<file path="config.mk">
export PLATFORM = sky130hd
export DESIGN_NAME = neuron_mac_flat
export DESIGN_NICKNAME = d
export VERILOG_FILES = /design/src/rtl/neuron_mac_if.sv /design/src/rtl/neuron_mac.sv /design/src/flat_wrapper.sv
export SDC_FILE = /design/constraint.sdc
export NUM_CORES = 1
export LEC_CHECK = 0
export ABC_AREA = 0
export BUFFER_PORTS_ARGS = -buffer_cell sky130_fd_sc_hd__buf_2
export CORE_UTILIZATION = 25
export CTS_CLUSTER_SIZE = 28
export DETAILED_ROUTE_END_ITERATION = 10
export GPL_TIMING_DRIVEN = 0
export PLACE_DENSITY_LB_ADDON = 0.15
export SKIP_CTS_REPAIR_TIMING = 1
export SLEW_MARGIN = 20
export SYNTH_ARGS = -nofsm -noshare
export SYNTH_HDL_FRONTEND = slang
export SYNTH_SLANG_ARGS = --single-unit
</file>
<file path="constraint.sdc">
create_clock -name clk -period 4.05 [get_ports clk]
set_input_delay 1.0125 -clock clk [delete_from_list [all_inputs] [get_ports clk]]
set_output_delay 1.0125 -clock clk [all_outputs]
set_load 0.01 [all_outputs]
</file>
<file path="src/rtl/neuron_mac_if.sv">
// Stream handshake bundle for neuron_mac: an 8-bit input/weight beat stream in,
// one rounded 8-bit activation out.
interface neuron_mac_if #(
  parameter int MAX_TERMS = 32
);
  localparam int CNT_W = $clog2(MAX_TERMS + 1);

  logic             in_valid;
  logic             in_ready;
  logic [7:0]       x;
  logic [7:0]       w;
  logic             in_last;
  logic [7:0]       bias;

  logic             out_valid;
  logic             out_ready;
  logic [7:0]       y;
  logic             sat;
  logic [CNT_W-1:0] n_terms;

  modport master (
    output in_valid, x, w, in_last, bias, out_ready,
    input  in_ready, out_valid, y, sat, n_terms
  );

  modport slave (
    input  in_valid, x, w, in_last, bias, out_ready,
    output in_ready, out_valid, y, sat, n_terms
  );
endinterface

</file>
<file path="src/rtl/neuron_mac.sv">
// Sequential multiply-accumulate for one neuron: sums signed Q1.7 products in a
// wide accumulator, adds the bias, then rounds half-up and saturates back to Q1.7.
module neuron_mac #(
  parameter int ACC_W     = 20,
  parameter int MAX_TERMS = 32
) (
  input  logic        clk,
  input  logic        rst,
  neuron_mac_if.slave bus
);

  localparam int CNT_W = $clog2(MAX_TERMS + 1);
  localparam logic [CNT_W-1:0]      LAST_CNT = CNT_W'(MAX_TERMS);
  localparam logic signed [ACC_W:0] Y_MAX    = (ACC_W+1)'(127);
  localparam logic signed [ACC_W:0] Y_MIN    = (ACC_W+1)'(-128);

  typedef enum logic [1:0] {
    ST_IDLE,
    ST_ACCUM,
    ST_FINISH,
    ST_OUT
  } state_t;

  state_t state, state_next;

  logic signed [ACC_W-1:0] acc;
  logic [CNT_W-1:0]        cnt;
  logic signed [7:0]       bias_r;
  logic [7:0]              y_r;
  logic                    sat_r;
  logic [CNT_W-1:0]        n_terms_r;

  logic                    accept;
  logic                    out_fire;
  logic                    beat_last;
  logic [CNT_W-1:0]        beat_num;
  logic signed [15:0]      x_ext;
  logic signed [15:0]      w_ext;
  logic signed [15:0]      prod;
  logic signed [ACC_W-1:0] prod_ext;
  logic signed [ACC_W:0]   acc_wide;
  logic signed [ACC_W:0]   bias_wide;
  logic signed [ACC_W:0]   sum_fin;
  logic signed [ACC_W:0]   shifted;
  logic signed [ACC_W:0]   rnd;
  logic [7:0]              y_next;
  logic                    sat_next;

  assign bus.in_ready  = (state == ST_IDLE) || (state == ST_ACCUM);
  assign bus.out_valid = (state == ST_OUT);
  assign bus.y         = y_r;
  assign bus.sat       = sat_r;
  assign bus.n_terms   = n_terms_r;

  assign accept   = bus.in_valid && bus.in_ready;
  assign out_fire = bus.out_valid && bus.out_ready;

  // Full Q2.14 product; the extreme -128*-128 = 16384 still fits in 16 signed bits.
  assign x_ext    = 16'($signed(bus.x));
  assign w_ext    = 16'($signed(bus.w));
  assign prod     = x_ext * w_ext;
  assign prod_ext = ACC_W'(prod);

  // Position of the beat being offered within its vector; the MAX_TERMS-th beat
  // closes the vector regardless of in_last.
  assign beat_num  = (state == ST_IDLE) ? CNT_W'(1) : cnt + CNT_W'(1);
  assign beat_last = bus.in_last || (beat_num == LAST_CNT);

  // Bias is aligned to the Q.14 product scale; one extra bit keeps the sum exact.
  assign acc_wide  = (ACC_W+1)'(acc);
  assign bias_wide = (ACC_W+1)'(bias_r) <<< 7;
  assign sum_fin   = acc_wide + bias_wide;
  assign shifted   = sum_fin >>> 7;
  assign rnd       = shifted + (ACC_W+1)'(sum_fin[6]);

  // NOTE: every always_comb output gets a default first so no path leaves it unassigned and infers a latch.
  always_comb begin
    y_next   = rnd[7:0];
    sat_next = 1'b0;
    if (rnd > Y_MAX) begin
      y_next   = 8'h7F;
      sat_next = 1'b1;
    end else if (rnd < Y_MIN) begin
      y_next   = 8'h80;
      sat_next = 1'b1;
    end
  end

  // NOTE: state registers use non-blocking assignments so all flops update together at the edge.
  always_ff @(posedge clk or posedge rst) begin
    if (rst) begin
      state <= ST_IDLE;
    end else begin
      state <= state_next;
    end
  end

  always_comb begin
    state_next = state;
    case (state)
      ST_IDLE: begin
        if (accept) begin
          state_next = beat_last ? ST_FINISH : ST_ACCUM;
        end
      end
      ST_ACCUM: begin
        if (accept && beat_last) begin
          state_next = ST_FINISH;
        end
      end
      ST_FINISH: begin
        state_next = ST_OUT;
      end
      ST_OUT: begin
        if (out_fire) begin
          state_next = ST_IDLE;
        end
      end
      default: begin
        state_next = ST_IDLE;
      end
    endcase
  end

  always_ff @(posedge clk or posedge rst) begin
    if (rst) begin
      acc       <= '0;
      cnt       <= '0;
      bias_r    <= '0;
      y_r       <= '0;
      sat_r     <= 1'b0;
      n_terms_r <= '0;
    end else begin
      case (state)
        ST_IDLE: begin
          if (accept) begin
            acc    <= prod_ext;
            bias_r <= $signed(bus.bias);
            cnt    <= beat_num;
          end
        end
        ST_ACCUM: begin
          if (accept) begin
            acc <= acc + prod_ext;
            cnt <= beat_num;
          end
        end
        ST_FINISH: begin
          y_r       <= y_next;
          sat_r     <= sat_next;
          n_terms_r <= cnt;
        end
        ST_OUT: begin
          // Result registers stay put after the handshake; only the sum is cleared.
          if (out_fire) begin
            acc <= '0;
            cnt <= '0;
          end
        end
        default: begin
          acc <= '0;
          cnt <= '0;
        end
      endcase
    end
  end

endmodule

</file>
<file path="src/flat_wrapper.sv">
// flat-port wrapper written by rule: the top's interface ports become plain ports
module neuron_mac_flat 
#(
  parameter int ACC_W     = 20,
  parameter int MAX_TERMS = 32
)
  (clk, rst, bus_in_valid, bus_x, bus_w, bus_in_last, bus_bias, bus_out_ready, bus_in_ready, bus_out_valid, bus_y, bus_sat, bus_n_terms);
  neuron_mac_if #(.MAX_TERMS(MAX_TERMS)) bus_i ();
  input  logic clk;
  input  logic rst;
  input wire logic [$bits(bus_i.in_valid)-1:0] bus_in_valid;
  input wire logic [$bits(bus_i.x)-1:0] bus_x;
  input wire logic [$bits(bus_i.w)-1:0] bus_w;
  input wire logic [$bits(bus_i.in_last)-1:0] bus_in_last;
  input wire logic [$bits(bus_i.bias)-1:0] bus_bias;
  input wire logic [$bits(bus_i.out_ready)-1:0] bus_out_ready;
  output wire logic [$bits(bus_i.in_ready)-1:0] bus_in_ready;
  output wire logic [$bits(bus_i.out_valid)-1:0] bus_out_valid;
  output wire logic [$bits(bus_i.y)-1:0] bus_y;
  output wire logic [$bits(bus_i.sat)-1:0] bus_sat;
  output wire logic [$bits(bus_i.n_terms)-1:0] bus_n_terms;
  assign bus_i.in_valid = bus_in_valid;
  assign bus_i.x = bus_x;
  assign bus_i.w = bus_w;
  assign bus_i.in_last = bus_in_last;
  assign bus_i.bias = bus_bias;
  assign bus_i.out_ready = bus_out_ready;
  assign bus_in_ready = bus_i.in_ready;
  assign bus_out_valid = bus_i.out_valid;
  assign bus_y = bus_i.y;
  assign bus_sat = bus_i.sat;
  assign bus_n_terms = bus_i.n_terms;
  neuron_mac #(.ACC_W(ACC_W), .MAX_TERMS(MAX_TERMS)) u_core (.clk(clk), .rst(rst), .bus(bus_i));
endmodule
</file>
==> impl_metrics.env, run 1 <==
export IMPL_syn_area_per_cell_um2=8.90
export IMPL_synth_area_top_cells="dfrtp_1 (19%), fa_1 (17%), ha_1 (13%)"
export IMPL_yosysUniqueCellTypes=64
export IMPL_synth_main_ff_cell="dfrtp_1"
export IMPL_grt_max_degree=52
export IMPL_drv_slew=0
export IMPL_die_w_um=165
export IMPL_post_route_period_util=1.57
export IMPL_synth_area_leader_cell="dfrtp_1"
export IMPL_arrival_ns=6.54
export IMPL_hp_start="u_core.acc[3]$_DFFE_PP0P_"
export IMPL_synth_edf_count=0
export IMPL_path_buf_inv=5
export IMPL_r2r_start="u_core.acc[7]$_DFFE_PP0P_"
export IMPL_drt_iter0_markers=136
export IMPL_grt_pass1_wl_um=26300
export IMPL_cts_root_buf="clkbuf_16"
export IMPL_via_per_inst=4.50
export IMPL_fin_nets=963
export IMPL_cp_common_cell="fa_1"
export IMPL_yosys_area_top_type_share=0.193
export IMPL_syn_area_um2=6620
export IMPL_die_h_um=165
export IMPL_num_rows=59
export IMPL_grt_pass1_vias=5150
export IMPL_fin_skew_ns=0.00950
export IMPL_cts_buffer_depth=2
export IMPL_relSlewSlack=0.557
export IMPL_cts_buffers_inserted=5
export IMPL_worstSetupEndpointType="register"
export IMPL_wl_per_cell_um=13.9
export IMPL_start_util=0.254
export IMPL_synthTopCellsByCount="inv_1 (105), ha_1 (69), nor2_1 (60)"
export IMPL_violations="setup timing"
export IMPL_io_pins=46
export IMPL_io_buffers=45
export IMPL_route_detailed_drc=0
export IMPL_status="complete, but fails checks"
export IMPL_worst_slew_pin_slew_ns=0.665
export IMPL_clk_latency_ns=0.30
export IMPL_synth_most_common_cell="inv_1"
export IMPL_antenna_found_initial=0
export IMPL_grt_usage=0.122
export IMPL_finalWorstSetupSlack_ns=-2.32
export IMPL_htreeDepth=2
export IMPL_startpoint="bus_w[1]"
export IMPL_via_count=5147
export IMPL_path_delay_family="adder cells"
export IMPL_post_route_min_period_ns=6.37
export IMPL_ys_seq_elements=51
export IMPL_drt_pass1_iter_count=4
export IMPL_clock_sinks=51
export IMPL_cp_start_kind="input port"
export IMPL_grt_overflow_total=0
export IMPL_fin_util=0.305
export IMPL_core_um2=26100
export IMPL_maxCapViolCount=0
export IMPL_routabilityCongestion=0.760
export IMPL_hold_violations=0
export IMPL_cp_required_ns=4.22
export IMPL_antenna_left=0
export IMPL_setup_viol=15
export IMPL_cp_slowest_cell="fa_1"
export IMPL_hold_class="register to register"
export IMPL_n_antenna_cell=0
export IMPL_ys_seq_area_frac=0.193
export IMPL_synth_warnings=0
export IMPL_fmax_ghz=0.157
export IMPL_fp_dieArea_um2=27200
export IMPL_post_dp_hpwl_um=13000
export IMPL_clk_pin_slew_ns=0.07
export IMPL_drive_gt1_frac=0.210
export IMPL_cpPeakStageDelay_ns=0.52
export IMPL_async_reset_ff_frac=1.00
export IMPL_r2r_setup_slack_ns=0.45
export IMPL_syn2layout_area_growth_pct=19.8
export IMPL_cts_tree="built"
export IMPL_synthCells=744
export IMPL_crit_type="input port to register"
export IMPL_rsz0062_at_grt="yes"
export IMPL_syn_nets=899
export IMPL_wl_um=15900
export IMPL_path_max_fanout=8
-- routing by layer --
layer  wire (um)  up-vias  track usage
li1            -     2645            -
met1        8030     2427        0.168
met2        7310       64        0.203
met3         324       11       0.0141
met5           0        -            0
met4         223        0       0.0309
-- cells by family after synthesis --
group | Yosys count | synth area share
flip-flops | 51 | 0.193
XOR/XNOR | 46 | 0.0608
AO/OA/AOI/OAI | 163 | 0.176
multiplexers | 17 | 0.0285
adder cells (fa/ha/maj) | 126 | 0.303
buffers and inverters | 120 | 0.0688
AND/OR/NAND/NOR | 221 | 0.170
-- placed cells by master, fill, tap and decap left out, types with 6 or more instances in the layout --
cell,synthesis,final
a22oi_1,6,6
inv_1,105,91
nand3_1,14,14
nor2_1,60,60
and2_1,46,33
and2_4,0,13
a21o_1,14,14
ha_1,69,54
buf_2,1,32
dfrtp_1,51,51
a211oi_1,8,7
o21ai_0,33,26
nor2b_1,12,9
xor2_1,22,21
xnor2_1,24,22
buf_6,0,9
o21a_1,8,8
nand2_1,45,40
fa_1,57,54
clkbuf_1,12,12
ha_4,0,11
o21ai_1,1,8
buf_4,1,16
inv_2,1,14
mux2_2,15,15
nor3_1,14,13
a221oi_1,10,8
a21oi_2,1,7
nand2b_1,7,6
a21oi_1,37,30
-- path summary, 6_finish.rpt --
path	to	depth (start not counted)
min	u_core.acc[3]$_DFFE_PP0P_	2
max	u_core.acc[19]$_DFFE_PP0P_	25
max reg2reg	u_core.bus.y[5]$_DFFE_PP0P_	11
min in group asynchronous	u_core.cnt[4]$_DFFE_PP0P_	2
max in group asynchronous	u_core.acc[14]$_DFFE_PP0P_	2
min reg2reg	u_core.acc[3]$_DFFE_PP0P_	2
-- tightest hold or removal path: stages (launching register included) --
cell and delay, ns:
dfrtp_1 0.36, nand2_1 0.05, o21ai_0 0.06
-- per-stage QoR --
stage	cells	setup TNS (ns)	setup slack, ns	instance area, um^2	hold WS [ns]
floorplan	744	-20.60	-2.20	6770	0.456
global placement	1124	-28.85	-2.87	7420	0.482
detailed placement	1124	-28.99	-2.90	7420	0.486
CTS	1131	-23.95	-2.57	7560	0.504
global route	1143	-24.20	-2.56	7940	0.520
finish	1143	-20.79	-2.32	7940	0.498
-- state kept, by name (all words and copies together) (netlist names) --
| register | cells |
|---|---|
| u_core.bus.n_terms | 6 |
| u_core.bus.sat | 1 |
| u_core.state | 2 |
| u_core.acc | 20 |
| u_core.bus.y | 8 |
| u_core.bias_r | 8 |
| u_core.cnt | 6 |
-- area by class of cell --
type | count | area [um^2]
fillers | 2795 | 18100
multi-input cells | 573 | 5240
flip-flops and latches | 51 | 1280
well taps | 335 | 419
repair buffers | 57 | 404
inverters | 106 | 400
clock buffers | 5 | 125
plain buffers | 14 | 57.6
clock inverters | 2 | 13.8
Power of run 1 is left out: the tool's default activity adds up to more than one toggle a clock period on the data nets, which glitch-free logic cannot reach.
==> run 2: changes to the inputs <==
Clock period 4.05 ns to 6.24 ns, I/O delays scaled along.
==> run 2 against run 1 <==
The flow still finishes with violations (setup timing). Global-route usage is 0.13 points lower. Critical path depth did not move. Via count increased by 0.68%. Critical endpoint unchanged. Utilization is 0.54 points higher. Critical path type unchanged. Clock skew is 0.00084 ns higher. Setup slack better by 1.7 ns. Hold slack improved by 0.0082 ns. Sequential cell count stayed put. Cell count grew 0.87%. Design area increased by 1.8%. Register-to-register slack better by 2.2 ns. Die area unchanged.
==> impl_metrics.env, run 2 (synthesis results as in run 1) <==
export IMPL_seqCellArea_um2=1280
export IMPL_io_buffers=45
export IMPL_top_register="u_core.acc"
export IMPL_io_pins=46
export IMPL_post_dp_hpwl_um=13000
export IMPL_maxCapViolCount=0
export IMPL_n_fill_cell=2810
export IMPL_grt_overflow_total=0
export IMPL_mostFrequentLayoutCells="inv_1 (91), nor2_1 (57), fa_1 (54), ha_1 (54), dfrtp_1 (51)"
export IMPL_die_h_um=165
export IMPL_arrival_ns=7.07
export IMPL_via_count=5182
export IMPL_r2r_setup_slack_ns=2.60
export IMPL_status="complete, but fails checks"
export IMPL_routabilityCongestion=0.729
export IMPL_path_max_fanout=6
export IMPL_layout_commonest_cell="inv_1"
export IMPL_hold_violations=0
export IMPL_post_route_min_period_ns=6.91
export IMPL_fin_nets=972
export IMPL_fin_util=0.310
export IMPL_grt_usage=0.121
export IMPL_cp_start_kind="input port"
export IMPL_multiInputGateArea_um2=5290
export IMPL_core_um2=26100
export IMPL_grt_pass1_vias=5166
export IMPL_clk_pin_slew_ns=0.07
export IMPL_largest_reg_flops=20
export IMPL_n_antenna_cell=0
export IMPL_rsz0062_at_grt="yes"
export IMPL_cts_buffers_inserted=5
export IMPL_syn2layout_area_growth_pct=21.9
export IMPL_violations="setup timing"
export IMPL_drive_gt1_frac=0.222
export IMPL_crit_type="input port to register"
export IMPL_drt_pass1_iter_count=4
export IMPL_grt_pass1_wl_um=26400
export IMPL_antenna_left=0
export IMPL_num_rows=59
export IMPL_via_per_inst=4.49
export IMPL_worstSetupEndpointType="register"
export IMPL_drt_iter0_markers=122
export IMPL_finalWorstSetupSlack_ns=-0.665
export IMPL_setup_viol=8
export IMPL_worst_slew_pin_slew_ns=0.647
export IMPL_cts_root_buf="clkbuf_16"
export IMPL_wl_um=15800
export IMPL_fin_skew_ns=0.0103
export IMPL_grt_max_degree=52
export IMPL_antenna_found_initial=0
export IMPL_drv_slew=0
export IMPL_htreeDepth=2
export IMPL_wl_per_cell_um=13.7
export IMPL_hp_start="u_core.bus.n_terms[4]$_DFFE_PP0P_"
export IMPL_cts_tree="built"
export IMPL_r2r_start="u_core.acc[7]$_DFFE_PP0P_"
export IMPL_relSlewSlack=0.568
export IMPL_cts_buffer_depth=2
export IMPL_clk_latency_ns=0.29
export IMPL_fp_dieArea_um2=27200
export IMPL_hold_class="register to register"
export IMPL_die_w_um=165
export IMPL_cp_required_ns=6.41
export IMPL_route_detailed_drc=0
export IMPL_startpoint="bus_x[7]"
export IMPL_post_route_period_util=1.11
export IMPL_fmax_ghz=0.145
export IMPL_start_util=0.254
export IMPL_clock_sinks=51
==> run 2: changes by cell type in the layout (fill, tap and decap cells not counted), sizes merged <==
| cell | before | now |
|---|---|---|
| buf | 59 | 66 |
| clkbuf | 17 | 20 |
| clkinv | 2 | 1 |
| inv | 106 | 107 |
==> run 2: final cells by class <==
| class | count | area share |
|---|---|---|
| multi-input cells | 573 | 0.654 |
| flip-flops and latches | 51 | 0.158 |
| repair buffers | 66 | 0.0601 |
| well taps | 335 | 0.0519 |
| inverters | 106 | 0.0496 |
| clock buffers | 6 | 0.0172 |
| plain buffers | 14 | 0.00713 |
| clock inverters | 2 | 0.00170 |
==> run 2: metrics by stage <==
step                hold WS [ns]  std cells  area, um^2  setup WS, ns  setup TNS (ns)
floorplan                  0.456        744        6720        -0.557           -1.59
global placement           0.491       1124        7360         -1.23           -6.93
detailed placement         0.498       1124        7360         -1.25           -6.89
CTS                        0.511       1132        7510        -0.947           -3.82
global route               0.525       1153        8080        -0.943           -3.88
finish                     0.506       1153        8080        -0.665           -2.00
==> run 2: critical path: stages <==
cell      delay (ns)
buf_12          0.11
and2_4          0.16
fa_1            0.47
inv_1           0.05
fa_1            0.50
inv_2           0.05
fa_1            0.52
inv_1           0.05
fa_1            0.49
inv_2           0.05
ha_4            0.23
a21oi_4         0.14
nor2b_2         0.05
o21a_1          0.20
o41a_1          0.39
a31oi_1         0.23
xnor2_1         0.14
ha_1            0.39
nand2_2         0.09
or3_4           0.40
o211ai_1        0.16
o211ai_1        0.13
xor2_1          0.21
mux2i_1         0.21
o22ai_1         0.10
==> run 2: final timing paths <==
| kind | endpoint | cells after the start |
|---|---|---|
| worst max register to register | u_core.bus.y[3]$_DFFE_PP0P_ | 11 |
| max in group asynchronous | u_core.bias_r[6]$_DFFE_PP0P_ | 2 |
| min in group asynchronous | u_core.bus.n_terms[4]$_DFFE_PP0P_ | 2 |
| worst min-delay path | u_core.bus.n_terms[4]$_DFFE_PP0P_ | 1 |
| worst max-delay path | u_core.acc[19]$_DFFE_PP0P_ | 25 |
| worst min register to register | u_core.bus.n_terms[4]$_DFFE_PP0P_ | 1 |
==> run 2: per-layer routing <==
metal	vias to the layer above	GRT usage	part of all wire
met5	-	0	0
met4	0	0.0238	0.0081
met3	6	0.00804	0.018
met2	60	0.203	0.47
met1	2443	0.171	0.51
li1	2673	-	-
Power of run 2 is left out for the same reason.
==> run 3: changes to the inputs <==
Settings changed: TNS_END_PERCENT set to 30.
Clock period 6.24 ns to 7.9 ns, I/O delays scaled along.
==> run 3 against run 2 <==
The flow now finishes without violations. Routed wire length decreased by 2.7%. Register-to-register slack better by 1.7 ns. Sequential share of layout area rose by 1.3 points.
==> impl_metrics.env, run 3 (synthesis results as in run 1) <==
export IMPL_cts_buffers_inserted=5
export IMPL_clk_pin_slew_ns=0.07
export IMPL_rsz0062_at_grt="yes"
export IMPL_cts_buffer_depth=2
export IMPL_fmax_ghz=0.132
export IMPL_wl_um=15400
export IMPL_crit_type="input port to register"
export IMPL_n_antenna_cell=0
export IMPL_top_register="u_core.acc"
export IMPL_cts_root_buf="clkbuf_16"
export IMPL_fin_skew_ns=0.0100
export IMPL_setup_viol=0
export IMPL_post_route_period_util=0.957
export IMPL_clock_sinks=51
export IMPL_io_buffers=45
export IMPL_grt_pass1_wl_um=26400
export IMPL_fp_dieArea_um2=27200
export IMPL_place_area_um2=7270
export IMPL_cp_required_ns=8.07
export IMPL_cp_start_kind="input port"
export IMPL_finalWorstSetupSlack_ns=0.337
export IMPL_cts_tree="built"
export IMPL_layout_commonest_cell="inv_1"
export IMPL_core_um2=26100
export IMPL_routabilityCongestion=0.744
export IMPL_wl_per_cell_um=13.5
export IMPL_via_count=5135
export IMPL_fin_nets=953
export IMPL_drv_slew=0
export IMPL_post_route_min_period_ns=7.56
export IMPL_drt_iter0_markers=221
export IMPL_path_max_fanout=8
export IMPL_clk_latency_ns=0.30
export IMPL_antenna_found_initial=0
export IMPL_die_w_um=165
export IMPL_maxCapViolCount=0
export IMPL_startpoint="bus_w[4]"
export IMPL_hold_violations=0
export IMPL_via_per_inst=4.53
export IMPL_grt_pass1_vias=5232
export IMPL_grt_overflow_total=0
export IMPL_pre_cts_slack_ns=-0.341
export IMPL_n_fill_cell=2826
export IMPL_die_h_um=165
export IMPL_hold_class="register to register"
export IMPL_drt_pass1_iter_count=4
export IMPL_worstSetupEndpointType="register"
export IMPL_io_pins=46
export IMPL_largest_reg_flops=20
export IMPL_cp_slowest_cell="fa_1"
export IMPL_grt_usage=0.121
export IMPL_htreeDepth=2
export IMPL_start_util=0.254
export IMPL_grt_max_degree=52
export IMPL_arrival_ns=7.73
export IMPL_relSlewSlack=0.559
export IMPL_route_detailed_drc=0
export IMPL_hp_start="u_core.acc[0]$_DFFE_PP0P_"
export IMPL_status="completed"
export IMPL_num_rows=59
export IMPL_r2r_start="u_core.acc[7]$_DFFE_PP0P_"
export IMPL_worst_slew_pin_slew_ns=0.661
export IMPL_antenna_left=0
export IMPL_mostFrequentLayoutCells="inv_1 (103), ha_1 (68), nor2_1 (60), fa_1 (56), dfrtp_1 (51)"
export IMPL_post_dp_hpwl_um=12800
export IMPL_drive_gt1_frac=0.120
export IMPL_syn2layout_area_growth_pct=12.9
export IMPL_cpPeakStageDelay_ns=0.54
export IMPL_stdcell_area_um2=7480
run 3: changes by cell type in the layout (fill, tap and decap cells not counted), sizes merged:
| cell | before | now |
|---|---|---|
| buf | 66 | 49 |
| clkbuf | 20 | 18 |
run 3: per-stage QoR:
step	hold slack, ns	cells	util	setup TNS [ns]
3_3_place_gp	0.489	1124	0.279	-0.638
3_5_place_dp	0.495	1124	0.279	-0.621
6_report	0.502	1134	0.287	0
5_1_grt	0.527	1134	0.287	-0.00555
2_1_floorplan	0.456	744	-	0
4_1_cts	0.511	1132	0.285	-0.0398
run 3: area by class of cell:
type                       instances  area [um^2]  share of cell area
buffer                            14         57.6             0.00770
sequential                        51         1280               0.171
clock inverter                     2         13.8             0.00184
timing repair buffer              47          240              0.0321
clock buffer                       6          139              0.0186
multi-input combinational        573         4930               0.659
inverter                         106          400              0.0535
tap                              335          419              0.0561
run 3: worst paths after layout:
| path | slack (ns) | endpoint | depth (start not counted) |
|---|---|---|---|
| max in group asynchronous | 5.68 | u_core.acc[12]$_DFFE_PP0P_ | 2 |
| min in group asynchronous | 1.77 | u_core.bus.n_terms[4]$_DFFE_PP0P_ | 2 |
| setup / recovery | 0.34 | u_core.acc[19]$_DFFE_PP0P_ | 26 |
| hold reg to reg | 0.50 | u_core.acc[0]$_DFFE_PP0P_ | 2 |
| setup reg to reg | 4.32 | u_core.bus.y[2]$_DFFE_PP0P_ | 11 |
| hold / removal | 0.50 | u_core.acc[0]$_DFFE_PP0P_ | 2 |
run 3: routing by layer:
| metal | part of all wire | global-route usage | vias up | wire [um] |
|---|---|---|---|---|
| met4 | 0.0074 | 0.0263 | 0 | 114 |
| li1 | - | - | 2627 | - |
| met5 | 0 | 0 | - | 0 |
| met2 | 0.46 | 0.203 | 60 | 7060 |
| met1 | 0.51 | 0.168 | 2440 | 7890 |
| met3 | 0.019 | 0.00879 | 8 | 296 |
run 3: worst max-delay path: cells and delay by family:
family	cells	cell delay, ns
and+or+nand+nor	2	0.24
muxes	1	0.21
adders and majority gates	6	2.72
buffers and inverters	5	0.35
xor gates and xnor gates	2	0.42
AOI/OAI and AO/OA	10	1.80
Power of run 3 is left out for the same reason.
